**src/rtl/regfile_wb_arbiter.sv**
```systemverilog
// Write-back arbiter for the 32x32 register file: grants one of two requesters per cycle,
// registers the winning write onto the single RF write port, and tracks pending writes.
module regfile_wb_arbiter #(
  parameter int unsigned DATA_W     = 32,
  parameter int unsigned ADDR_W     = 5,
  parameter bit          FIXED_PRIO = 1'b0
) (
  input  logic              clk,
  input  logic              rst,

  input  logic              req0_valid,
  output logic              req0_ready,
  input  logic [ADDR_W-1:0] req0_rd,
  input  logic [DATA_W-1:0] req0_data,

  input  logic              req1_valid,
  output logic              req1_ready,
  input  logic [ADDR_W-1:0] req1_rd,
  input  logic [DATA_W-1:0] req1_data,

  output logic              rf_write_enable,
  output logic [ADDR_W-1:0] rf_write_reg,
  output logic [DATA_W-1:0] rf_write_data,

  input  logic              sb_set,
  input  logic [ADDR_W-1:0] sb_rd,
  input  logic [ADDR_W-1:0] rs1,
  input  logic [ADDR_W-1:0] rs2,
  output logic              rs1_busy,
  output logic              rs2_busy,
  output logic              issue_stall
);

  localparam int unsigned NUM_REGS = 2 ** ADDR_W;

  typedef enum logic {
    GRANT_REQ0 = 1'b0,
    GRANT_REQ1 = 1'b1
  } grant_t;

  grant_t              last_grant;
  grant_t              last_grant_next;
  logic                grant0;
  logic                grant1;
  logic [ADDR_W-1:0]   win_rd;
  logic [DATA_W-1:0]   win_data;
  logic                win_write;

  logic [NUM_REGS-1:0] pending;
  logic [NUM_REGS-1:0] set_mask;
  logic [NUM_REGS-1:0] clr_mask;

  // Arbitration: grants are suppressed while reset is asserted.
  always_comb begin
    grant0          = 1'b0;
    grant1          = 1'b0;
    last_grant_next = last_grant;
    if (rst) begin
      if (req0_valid && req1_valid) begin
        if (FIXED_PRIO || (last_grant == GRANT_REQ1)) begin
          grant0 = 1'b1;
        end else begin
          grant1 = 1'b1;
        end
      end else begin
        grant0 = req0_valid;
        grant1 = req1_valid;
      end
    end
    if (grant0) begin
      last_grant_next = GRANT_REQ0;
    end else if (grant1) begin
      last_grant_next = GRANT_REQ1;
    end
  end

  assign req0_ready = grant0;
  assign req1_ready = grant1;

  assign win_rd    = grant1 ? req1_rd   : req0_rd;
  assign win_data  = grant1 ? req1_data : req0_data;
  // x0 writes are accepted but never reach the register file.
  assign win_write = (grant0 || grant1) && (win_rd != '0);

  always_ff @(posedge clk) begin
    if (!rst) begin
      last_grant      <= GRANT_REQ1;
      rf_write_enable <= 1'b0;
      rf_write_reg    <= '0;
      rf_write_data   <= '0;
    end else begin
      last_grant      <= last_grant_next;
      rf_write_enable <= win_write;
      if (win_write) begin
        rf_write_reg  <= win_rd;
        rf_write_data <= win_data;
      end
    end
  end

  always_comb begin
    set_mask = '0;
    clr_mask = '0;
    if (sb_set && (sb_rd != '0)) begin
      set_mask[sb_rd] = 1'b1;
    end
    if (rf_write_enable) begin
      clr_mask[rf_write_reg] = 1'b1;
    end
  end

  // Set is applied after clear so a same-edge set of the committing register wins.
  always_ff @(posedge clk) begin
    if (!rst) begin
      pending <= '0;
    end else begin
      pending <= (pending & ~clr_mask) | set_mask;
    end
  end

  assign rs1_busy    = (rs1 != '0) && pending[rs1];
  assign rs2_busy    = (rs2 != '0) && pending[rs2];
  assign issue_stall = rs1_busy || rs2_busy || ((sb_rd != '0) && pending[sb_rd]);

endmodule

```
**config.mk**
```make
export PLATFORM = sky130hd
export DESIGN_NAME = regfile_wb_arbiter
export DESIGN_NICKNAME = d
export VERILOG_FILES = /design/src/rtl/regfile_wb_arbiter.sv
export SDC_FILE = /design/constraint.sdc
export NUM_CORES = 1
export LEC_CHECK = 0
export BUFFER_PORTS_ARGS = -buffer_cell sky130_fd_sc_hd__buf_2
export CAP_MARGIN = 20
export CORE_UTILIZATION = 30
export CTS_CLUSTER_DIAMETER = 50
export DETAILED_ROUTE_END_ITERATION = 7
export PLACE_DENSITY = 0.64
export SLEW_MARGIN = 20
export SYNTH_ARGS = -nofsm -noshare
export SYNTH_HDL_FRONTEND = slang
export SYNTH_SLANG_ARGS = --single-unit
```
**constraint.sdc**
```tcl
create_clock -name clk -period 3.8 [get_ports clk]
set_clock_uncertainty 0.05 [all_clocks]
set_input_delay 1.14 -clock clk [delete_from_list [all_inputs] [get_ports clk]]
set_output_delay 1.14 -clock clk [all_outputs]
set_load 0.005 [all_outputs]
```
# [Word level (Yosys, flattened, before mapping)]
# Index checks and enable logic that the tools add are counted.
[totals] out_inout_bits=43 regBits=71 wordCells=52
[classes] n_reduce_logical=16 magnitude_cmp=6 muxes=22 bitwise_logic=3
[op_table] cell="$mux W32" n=3
[op_table] cell="$and A32 B32 Y32" n=1
[op_table] cell="$not A32 Y32" n=1
[op_table] cell="$or A32 B32 Y32" n=1
[op_table] cell="$lt A5 B6 Y1 const B" n=4
[op_table] cell="$reduce_bool A5 Y1" n=4
[op_table] cell="$bmux W1 S5" n=3
[op_table] cell="$mux W1" n=13
[op_table] cell="$demux W1 S5" n=2
[op_table] cell="$ge A5 B1 Y1 const B" n=2
[op_table] cell="$logic_and A1 B1 Y1" n=8
[op_table] cell="$mux W5" n=1
[op_table] cell="$logic_or A1 B1 Y1" n=3
[op_table] cell="$reduce_bool A2 Y1" n=1

# [Depth between registers and ports, before layout]
# Gate-level depths: netlist of the first run.
[depth] word_depth=8 ltp_mapped=8 depth_no_buf=6

# [Least setup slack after synthesis of the first run]
# Ideal clock, no wire load.
[synth_timing] path_kind="input-to-output" startpoint="in rs2[0]" endpoint="out issue_stall" path_buffers=1 setup_slack_ns=-0.016 arrival_time_ns=2.626 path_stages=6 cell_sequence="buf_6 > mux4_2 > nor2b_4 > a2111oi_4 > a211oi_1 > or3_1"
[synth_between] elab_chain_len=5 elab_cells_between_ends=6 cone_classes="mux: 2; reduce/logical: 4"
[synth_lines] element="start, declared" line_no="28" text="input logic [ADDR_W-1:0] rs2,"
[synth_lines] element="$bmux W1 S5" line_no="122" text="assign rs2_busy = (rs2 != '0) && pending[rs2];"
[synth_lines] element="$mux W1 (not written as such)" line_no="122"
[synth_lines] element="$logic_and A1 B1 Y1 *" line_no="122"
[synth_lines] element="named net rs2_busy" line_no="30" text="output logic rs2_busy,"
[synth_lines] element="$logic_or A1 B1 Y1 * (2 in series)" line_no="123" text="assign issue_stall = rs1_busy || rs2_busy || ((sb_rd != '0) && pending[sb_rd]);"
[synth_lines] element="end, declared" line_no="31" text="output logic issue_stall"
# Mark *: on every way through the listed nets, which the timed path passes. The rest lies on a longest branch. The select of a mux whose other input is x is not followed.

# [Worst setup path after layout of the first run]
[layout_timing] startpoint="in rs1[0]" endpoint="out issue_stall"
[layout_between] elab_chain_len=5 elab_cells_between_ends=6 cone_classes="mux: 2; reduce/logical: 4"
[layout_lines] element="start, declared" line_no="27" text="input logic [ADDR_W-1:0] rs1,"
[layout_lines] element="$bmux W1 S5" line_no="121" text="assign rs1_busy = (rs1 != '0) && pending[rs1];"
[layout_lines] element="$mux W1 (not written as such)" line_no="121"
[layout_lines] element="$logic_and A1 B1 Y1 *" line_no="121"
[layout_lines] element="$logic_or A1 B1 Y1 * (2 in series)" line_no="123"
# Mark *: on every way between the ends. The rest lies on a longest branch, timed or not. The select of a mux whose other input is x is not followed.

==> results of run 1 <==
[cell type report]
cell class / instances / area [um2]
tap: 172 / 215.2
sequential: 71 / 1421
multi-input combinational: 377 / 2404
fill: 1357 / 7457
clock inverter: 5 / 58.81
timing repair buffer: 159 / 899.6
inverter: 9 / 33.78
clock buffer: 11 / 232.7
[worst max-delay path: cells and delay by family]
family                 cells  cell delay, ns
muxes                      1            0.49
and+or+nand+nor            3            0.51
AOI/OAI and AO/OA          2            0.40
buffers and inverters      2            0.21
[cell families after synthesis]
family | synth area share, %
multiplexers | 12.08
flip-flops | 35.94
AO/OA/AOI/OAI | 22.30
AND/OR/NAND/NOR | 24.07
buffers and inverters | 5.600
[cell usage in the layout, fill, tap and decap left out, types with 2 or more instances in the layout]
cell type / Yosys / routed
or3_1: 3 / 3
nand3_1: 11 / 10
a2111oi_4: 1 / 2
buf_2: 9 / 130
o21ai_0: 32 / 32
and3b_1: 2 / 2
nor3b_1: 2 / 2
nor2b_1: 3 / 3
o22ai_1: 8 / 8
mux2i_1: 26 / 26
a311oi_1: 36 / 36
buf_6: 3 / 3
or2_2: 2 / 2
a21boi_0: 5 / 5
inv_2: 2 / 2
mux4_2: 5 / 8
clkbuf_16: 0 / 9
a21oi_1: 27 / 27
or3b_2: 4 / 4
nand2_1: 116 / 116
nand3b_1: 8 / 8
clkbuf_4: 0 / 3
and2_1: 3 / 3
o311ai_2: 0 / 2
clkinvlp_4: 0 / 2
dfxtp_1: 71 / 71
nor3_1: 5 / 5
and3_1: 2 / 2
buf_4: 0 / 21
inv_1: 7 / 7
clkbuf_1: 24 / 2
nor2_1: 47 / 47
[per-layer routing]
metal | vias to the layer above | track usage [%] | wire length, um
li1 | 2061 | - | -
met1 | 1915 | 24.95 | 5609
met3 | 17 | 5.716 | 1186
met2 | 195 | 30.77 | 5804
met4 | 0 | 8.017 | 230
met5 | - | 0 | 0
[report_power, final]
part           internal (mW)  switching, mW  total, mW  leakage [nW]
sequential             0.789         0.0352      0.824         0.581
clock                  0.508          0.312      0.820         0.136
combinational          0.164          0.188      0.352          1.49
[what timing repair did]
item                       4_1_cts  5_1_grt
pin swaps                        0        6
setup endpoints to repair        1        1
hold endpoints to repair         0        0
resized for setup                9       17
hold buffers                     0        0
[final timing paths]
kind,end,startpoint,cells after the start
setup / recovery,issue_stall,rs1[0],8
hold / removal,rf_write_data[24]$_SDFFE_PN0P_,rf_write_data[24]$_SDFFE_PN0P_,2
setup reg to reg,rf_write_reg[0]$_SDFFE_PN0P_,last_grant$_SDFFE_PN1P_,8
hold reg to reg,rf_write_data[24]$_SDFFE_PN0P_,rf_write_data[24]$_SDFFE_PN0P_,2
==> run summary, run 1 <==
Largest net degree at the start of global routing - 71
Synth area leader - dfxtp_1
Overall power - 1.995 mW
Worst endpoint required time - 2.61 ns
Dominant synthesized flop cell - dfxtp_1
Post-Layout Cell Count - 804
Status - finished with violations
Gp weighted congestion - 0.8526
Number of global-route vias before repair - 4,051
Vias - 4,188
Pins Over Slew Limit - 0
Max Cap Viol - 0
Wirelength, routed - 12.83 mm
Cell variety after synth - 53
Hold Fails Final Rpt - 0
VDD IR max - 0.0001994 V
Worst slew margin - 28.46%
Netlist Area Pre-Place - 3955 um2
CTS tree - built
CP cell instances - buf_8, mux4_2, nand2b_4, nand3_2, o41ai_2, a311o_1, or3_1, buf_2
Ys Warns - 0
DRT Pass-1 Iters - 4
Final WS setup - -0.1423 ns
Clk sink count - 71
RSZ-0062 raised after global routing - true
Failing checks - setup timing
WL/cell - 15.96 um
Pre-CTS WS - -0.2742 ns
Synth cell count leaders - nand2_1, dfxtp_1, nor2_1, a311oi_1, o21ai_0
Setup tns final - -0.1423 ns
Syn Nets - 592
Post-DP HPWL - 9.442 mm
CP Launch Type - input port
Worst-margin pin slew - 1.071 ns
Hold WC Path Type - flop to flop
Most common cell in the netlist - nand2_1
Initial antenna violation count - 0
PortBufs - 136
First-pass GRT wire length - 20.30 mm
Nets - 721
Share of layout cells above drive strength 1 - 32.12%
Diodes inserted - 0
Postcts setup bufs - 0
Post-route antenna net violation count - 0
Pwr Density - 378.9 nW/um2
Peak Freq - 253.7 MHz
Iter 0 DRT Violations - 272
Area growth, synth to finish - 33.12%
Final Util - 41.38%
Total gr overflow - 0
Die Span X - 116.8 um
H-tree depth - 3
Synth async-reset ratio - 0%
Final instance area - 5265 um2
Yosys top cell area share - 35.94%
Crit path DAT - 2.75 ns
Final Cycle Share - 103.7%
Die Ht - 116.8 um
Largest fanout on the critical path - 2
Final setup vio count - 1
Worst setup path category - input port to primary output
Final Critical Period - 3.942 ns
Root buffer cell - clkbuf_16
Die ar. - 13,650 um2
Critical Path Sink Type - primary output
Ports - 137
Vias per inst - 5.209
Placed Area - 4880 um2
CTS Buf Count - 9
Core Rows - 41
EDFF count, synth - 0
Synthesized instance count - 498
Post-synthesis sequential area ratio - 35.94%
Clk Latency, worst-skew pair - 0.33 ns
Effective utilization at floorplan - 31.09%
Mean Syn Cell Area - 7.942 um2
GRT Total Usage - 19.50%
Clock Path Buffers - 2
Largest cells by area after synthesis - dfxtp_1, nand2_1, a311oi_1
Max stage delay cell, worst path - mux4_2
DRC viols - 0
Crit-path max cell delay - 0.49 ns
Lkg Pwr - 2.208 nW
Post-placement cell count - 788
Core ar. - 12,720 um2
CTS clk-pin slew, worst paths - 0.06 ns
Reg2reg setup slack - 1.83 ns
Hold slack - 0.4461 ns
Register bit total from synthesis - 71
Note: power is estimated with default switching activity, not from simulation.
==> run 2: changes to the inputs <==
CORE_MARGIN = 2   (was unset)
==> run summary, run 2 (synthesized netlist as in run 1, its figures left out) <==
Post-DP HPWL - 9.967 mm
CTS clk-pin slew, worst paths - 0.06 ns
Root buffer cell - clkbuf_16
First-pass GRT wire length - 21.33 mm
RSZ-0062 raised after global routing - true
VDD IR max - 0.0002437 V
Core Rows - 41
Pwr Density - 396.2 nW/um2
GRT Total Usage - 18.90%
Iter 0 DRT Violations - 284
H-tree depth - 3
Share of layout cells above drive strength 1 - 32.24%
Vias - 4,281
Final Util - 41.65%
Lkg Pwr - 2.265 nW
Overall power - 2.099 mW
Worst reg2reg startpoint - last_grant$_SDFFE_PN1P_
Pins Over Slew Limit - 0
# hold bufs at CTS - 0
Clk Latency, worst-skew pair - 0.33 ns
Largest net degree at the start of global routing - 64
WL/cell - 16.50 um
Postcts setup bufs - 0
Largest fanout on the critical path - 5
Worst-margin pin slew - 0.8419 ns
Effective utilization at floorplan - 31.09%
Critical Path Sink Type - primary output
Worst slew margin - 43.81%
CTS Buf Count - 9
Ports - 137
Reg2reg setup slack - 1.74 ns
Die Span X - 118.8 um
Core ar. - 12,720 um2
Hold WC Path Type - flop to flop
Reg2Reg Capture Point - rf_write_data[22]$_SDFFE_PN0P_
Die ar. - 14,120 um2
Pre-CTS WS - -0.2363 ns
Final WS setup - -0.2081 ns
Most used routing layer - met2
Global Route met2 Usage - 29.81%
DRT Pass-1 Iters - 5
Setup crit start - rs1[1]
Setup tns final - -0.2081 ns
Status - finished with violations
DRC viols - 0
Vias per inst - 5.279
CP Launch Type - input port
Hold Fails Final Rpt - 0
Final Critical Period - 4.008 ns
Area growth, synth to finish - 33.98%
Number of global-route vias before repair - 4,159
Peak Freq - 249.5 MHz
Most frequent cells in the layout - buf_2, nand2_1, dfxtp_1, nor2_1, a311oi_1
PortBufs - 136
Die Ht - 118.8 um
Gp weighted congestion - 0.8507
Initial antenna violation count - 0
Hold path endpoint - rf_write_data[4]$_SDFFE_PN0P_
HP Start - rf_write_data[4]$_SDFFE_PN0P_
Post-route antenna net violation count - 0
Post-Layout Cell Count - 811
Worst endpoint required time - 2.61 ns
Diodes inserted - 0
Clock Path Buffers - 2
Total gr overflow - 0
Failing checks - setup timing
M1 GR Usage - 24.53%
Final setup vio count - 1
Post-placement cell count - 795
Reg2Reg Depth - 7
Nets - 728
Clk sink count - 71
CTS tree - built
# resized after CTS - 6
WHS Path Cells - 2
Final Cycle Share - 105.5%
Worst setup path category - input port to primary output
Wirelength, routed - 13.38 mm
Met3 Use GR - 4.406%
Max Cap Viol - 0
Crit path DAT - 2.82 ns
Commonest non-fill, non-tap cell in the layout - buf_2
## run 2: final cells by class
type	count	area [um2]
timing repair buffer	166	925.9
tap	172	215.2
fill	1350	7423
clock inverter	5	80.08
clock buffer	11	252.7
sequential	71	1421
multi-input combinational	377	2369
inverter	9	35.03
## run 2: per-stage QoR
step	hold slack, ns	cell area (um2)
final	0.4480	5299
after global routing	0.4664	5299
after CTS	0.4499	5280
after detailed placement	0.4419	4932
after global placement	0.4334	4932
after floorplan	0.4065	3968
## run 2: worst max-delay path by stage
stage | end | slack [ns]
finish | issue_stall | -0.21
detailed placement | issue_stall | -0.24
global route | issue_stall | -0.27
CTS | issue_stall | -0.20
floorplan | issue_stall | 0.01
global placement | issue_stall | -0.19
## run 2: report_power, final
part	internal [mW]	switching, mW
clock network	0.609	0.317
logic	0.163	0.184
registers	0.789	0.0376
total	1.56	0.539
## run 2: routing by layer
layer	wire length, um	vias to the layer above	share of wire (%)
li1	-	2072	-
met1	5891	1990	44
met2	6013	192	45
met3	1137	27	8.5
met4	340	0	2.5
met5	0	-	0
## run 2: critical path: stages
cell and delay, ns:
buf_2 0.13, buf_4 0.16, a2111oi_1 0.47, a31oi_1 0.08, a311o_1 0.35, or3_1 0.35
buf_2 0.13
==> run 3: changes to the inputs <==
CORE_UTILIZATION = 51   (was 30)
HOLD_SLACK_MARGIN = 0.1   (was unset)
PLACE_DENSITY = 0.93   (was 0.64)
==> run summary, run 3 (synthesized netlist as in run 1, its figures left out) <==
Status - finished with violations
Failing checks - setup timing
Hold path endpoint - rf_write_data[19]$_SDFFE_PN0P_
Effective utilization at floorplan - 51.99%
Largest fanout on the critical path - 2
VDD IR max - 0.0003215 V
Worst endpoint required time - 2.61 ns
Buf/Inv on CP - 2
Ports - 137
Lkg Pwr - 2.208 nW
Core Rows - 32
DRT Pass-1 Iters - 5
Share of layout cells above drive strength 1 - 32.55%
Final setup vio count - 1
Top delay family on crit path - simple AND/OR/NAND/NOR gates
Number of global-route vias before repair - 4,522
Clock Path Buffers - 2
Power share of the combinational group - 19.5%
Commonest non-fill, non-tap cell in the layout - buf_2
Die ar. - 8475 um2
Multi-input gate area - 2402 um2
Final WS setup - -0.1661 ns
HP Start - rf_write_data[19]$_SDFFE_PN0P_
Psw - 0.5178 mW
WL/cell - 18.19 um
H-tree depth - 3
Post-DP HPWL - 9.718 mm
Gp weighted congestion - 0.9808
DRC viols - 0
Worst setup path category - input port to primary output
Crit-path max cell delay - 0.49 ns
Iter 0 DRT Violations - 275
Critical Path Sink Type - primary output
Final Cycle Share - 104.4%
Max Cap Viol - 0
Sw frac - 27.84%
Hold slack - 0.4491 ns
Die Span X - 92.06 um
Largest net degree at the start of global routing - 64
Global Route met2 Usage - 54.53%
First-pass GRT wire length - 21.33 mm
Post-Layout Cell Count - 738
Sequential group share of total power - 44.3%
WHS Path Cells - 2
M1 GR Usage - 36.50%
Clock power frac - 36.2%
Reg2Reg Capture Point - rf_write_data[24]$_SDFFE_PN0P_
Post-route antenna net violation count - 0
Hold WC Path Type - flop to flop
Peak Freq - 252.1 MHz
Post-placement cell count - 720
Nets - 725
Most used routing layer - met2
Max stage delay cell, worst path - mux4_2
Worst-margin pin slew - 1.040 ns
Diodes inserted - 0
Initial antenna violation count - 0
Fill count - 591
CTS clk-pin slew, worst paths - 0.07 ns
Internal - 1.342 mW
Vias per inst - 6.201
Total gr overflow - 0
Flip-flop and latch area - 1421 um2
Met3 Use GR - 6.163%
Reg2Reg Depth - 7
GRT Total Usage - 31.81%
Core ar. - 7607 um2
Pwr Density - 362.0 nW/um2
CTS Buf Count - 9
Wirelength, routed - 13.42 mm
Area growth, synth to finish - 29.90%
Clk Latency, worst-skew pair - 0.34 ns
PortBufs - 136
RSZ-0062 raised after global routing - true
Root buffer cell - clkbuf_8
Final Critical Period - 3.966 ns
CP cell instances - buf_8, mux4_2, nand2b_4, nand3_2, o41ai_2, a311o_1, or3_1, buf_2
Vias - 4,576
# hold bufs at CTS - 0
Worst reg2reg startpoint - last_grant$_SDFFE_PN1P_
Hold Fails Final Rpt - 0
Most frequent cells in the layout - buf_2, nand2_1, dfxtp_1, nor2_1, a311oi_1
Die Ht - 92.06 um
Pre-CTS WS - -0.2366 ns
Crit path DAT - 2.78 ns
CP Launch Type - input port
Reg2reg setup slack - 1.64 ns
Final Util - 67.53%
Pins Over Slew Limit - 0
Worst slew margin - 30.55%
Clk sink count - 71
CTS tree - built
run 3: changes by cell type in the layout (fill, tap and decap cells not counted), moves of 2 or more:
cell / change
buf_6: +3
clkbuf_8: +8
buf_2: -3
mux4_1: -2
o41ai_2: +2
o41ai_1: -2
a2111oi_2: -2
buf_4: -4
clkbuf_16: -9
mux4_2: +2
run 3: final cells by class:
type                       instances  area share, %
multi-input combinational        377          46.76
sequential                        71          27.67
timing repair buffer             163          18.10
clock buffer                      11          2.752
tap                              102          2.484
clock inverter                     5          1.583
inverter                           9         0.6576
run 3: worst max-delay path by stage:
stage | cells past startpoint | startpoint | end | slack [ns]
after CTS | 8 | rs1[0] | issue_stall | -0.12
after global routing | 8 | rs1[0] | issue_stall | -0.19
after floorplan | 6 | rs1[2] | issue_stall | 0.01
after global placement | 7 | rs1[1] | issue_stall | -0.21
final | 8 | rs1[0] | issue_stall | -0.17
after detailed placement | 7 | rs1[1] | issue_stall | -0.24
run 3: repair_timing:
item / in CTS / in global routing
gates resized for setup: 18 / 5
pin swaps: 4 / 0
setup buffers: 2 / 0
endpoints found under the setup margin: 1 / 2
run 3: through the flow:
step	setup TNS (ns)	total power, mW	cell area [um2]
after floorplan	0	1.020	3968
after global placement	-0.2134	1.166	4807
after detailed placement	-0.2366	1.181	4807
after CTS	-0.1190	1.852	5110
after global routing	-0.1939	1.922	5137
final	-0.1661	1.860	5137
run 3: worst reg2reg max path: stages, from the launching register on:
cell	delay (ns)
dfxtp_1	0.32
nand2_1	0.07
nand3_1	0.14
buf_4	0.27
o2bb2ai_4	0.54
buf_12	0.29
nor2_1	0.09
a311oi_1	0.28
run 3: power groups by stage:
stage          clock, mW  sequential (mW)  combinational [mW]
2_1_floorplan          0            0.830               0.190
3_3_place_gp           0            0.836               0.330
3_5_place_dp           0            0.839               0.342
4_1_cts            0.674            0.822               0.356
5_1_grt            0.699            0.828               0.395
6_report           0.673            0.824               0.363
run 3: metal layers:
layer,vias up,part of all wire [%]
met1,2136,36
met4,0,4.0
met3,58,11
li1,2061,-
met5,-,0
met2,321,49
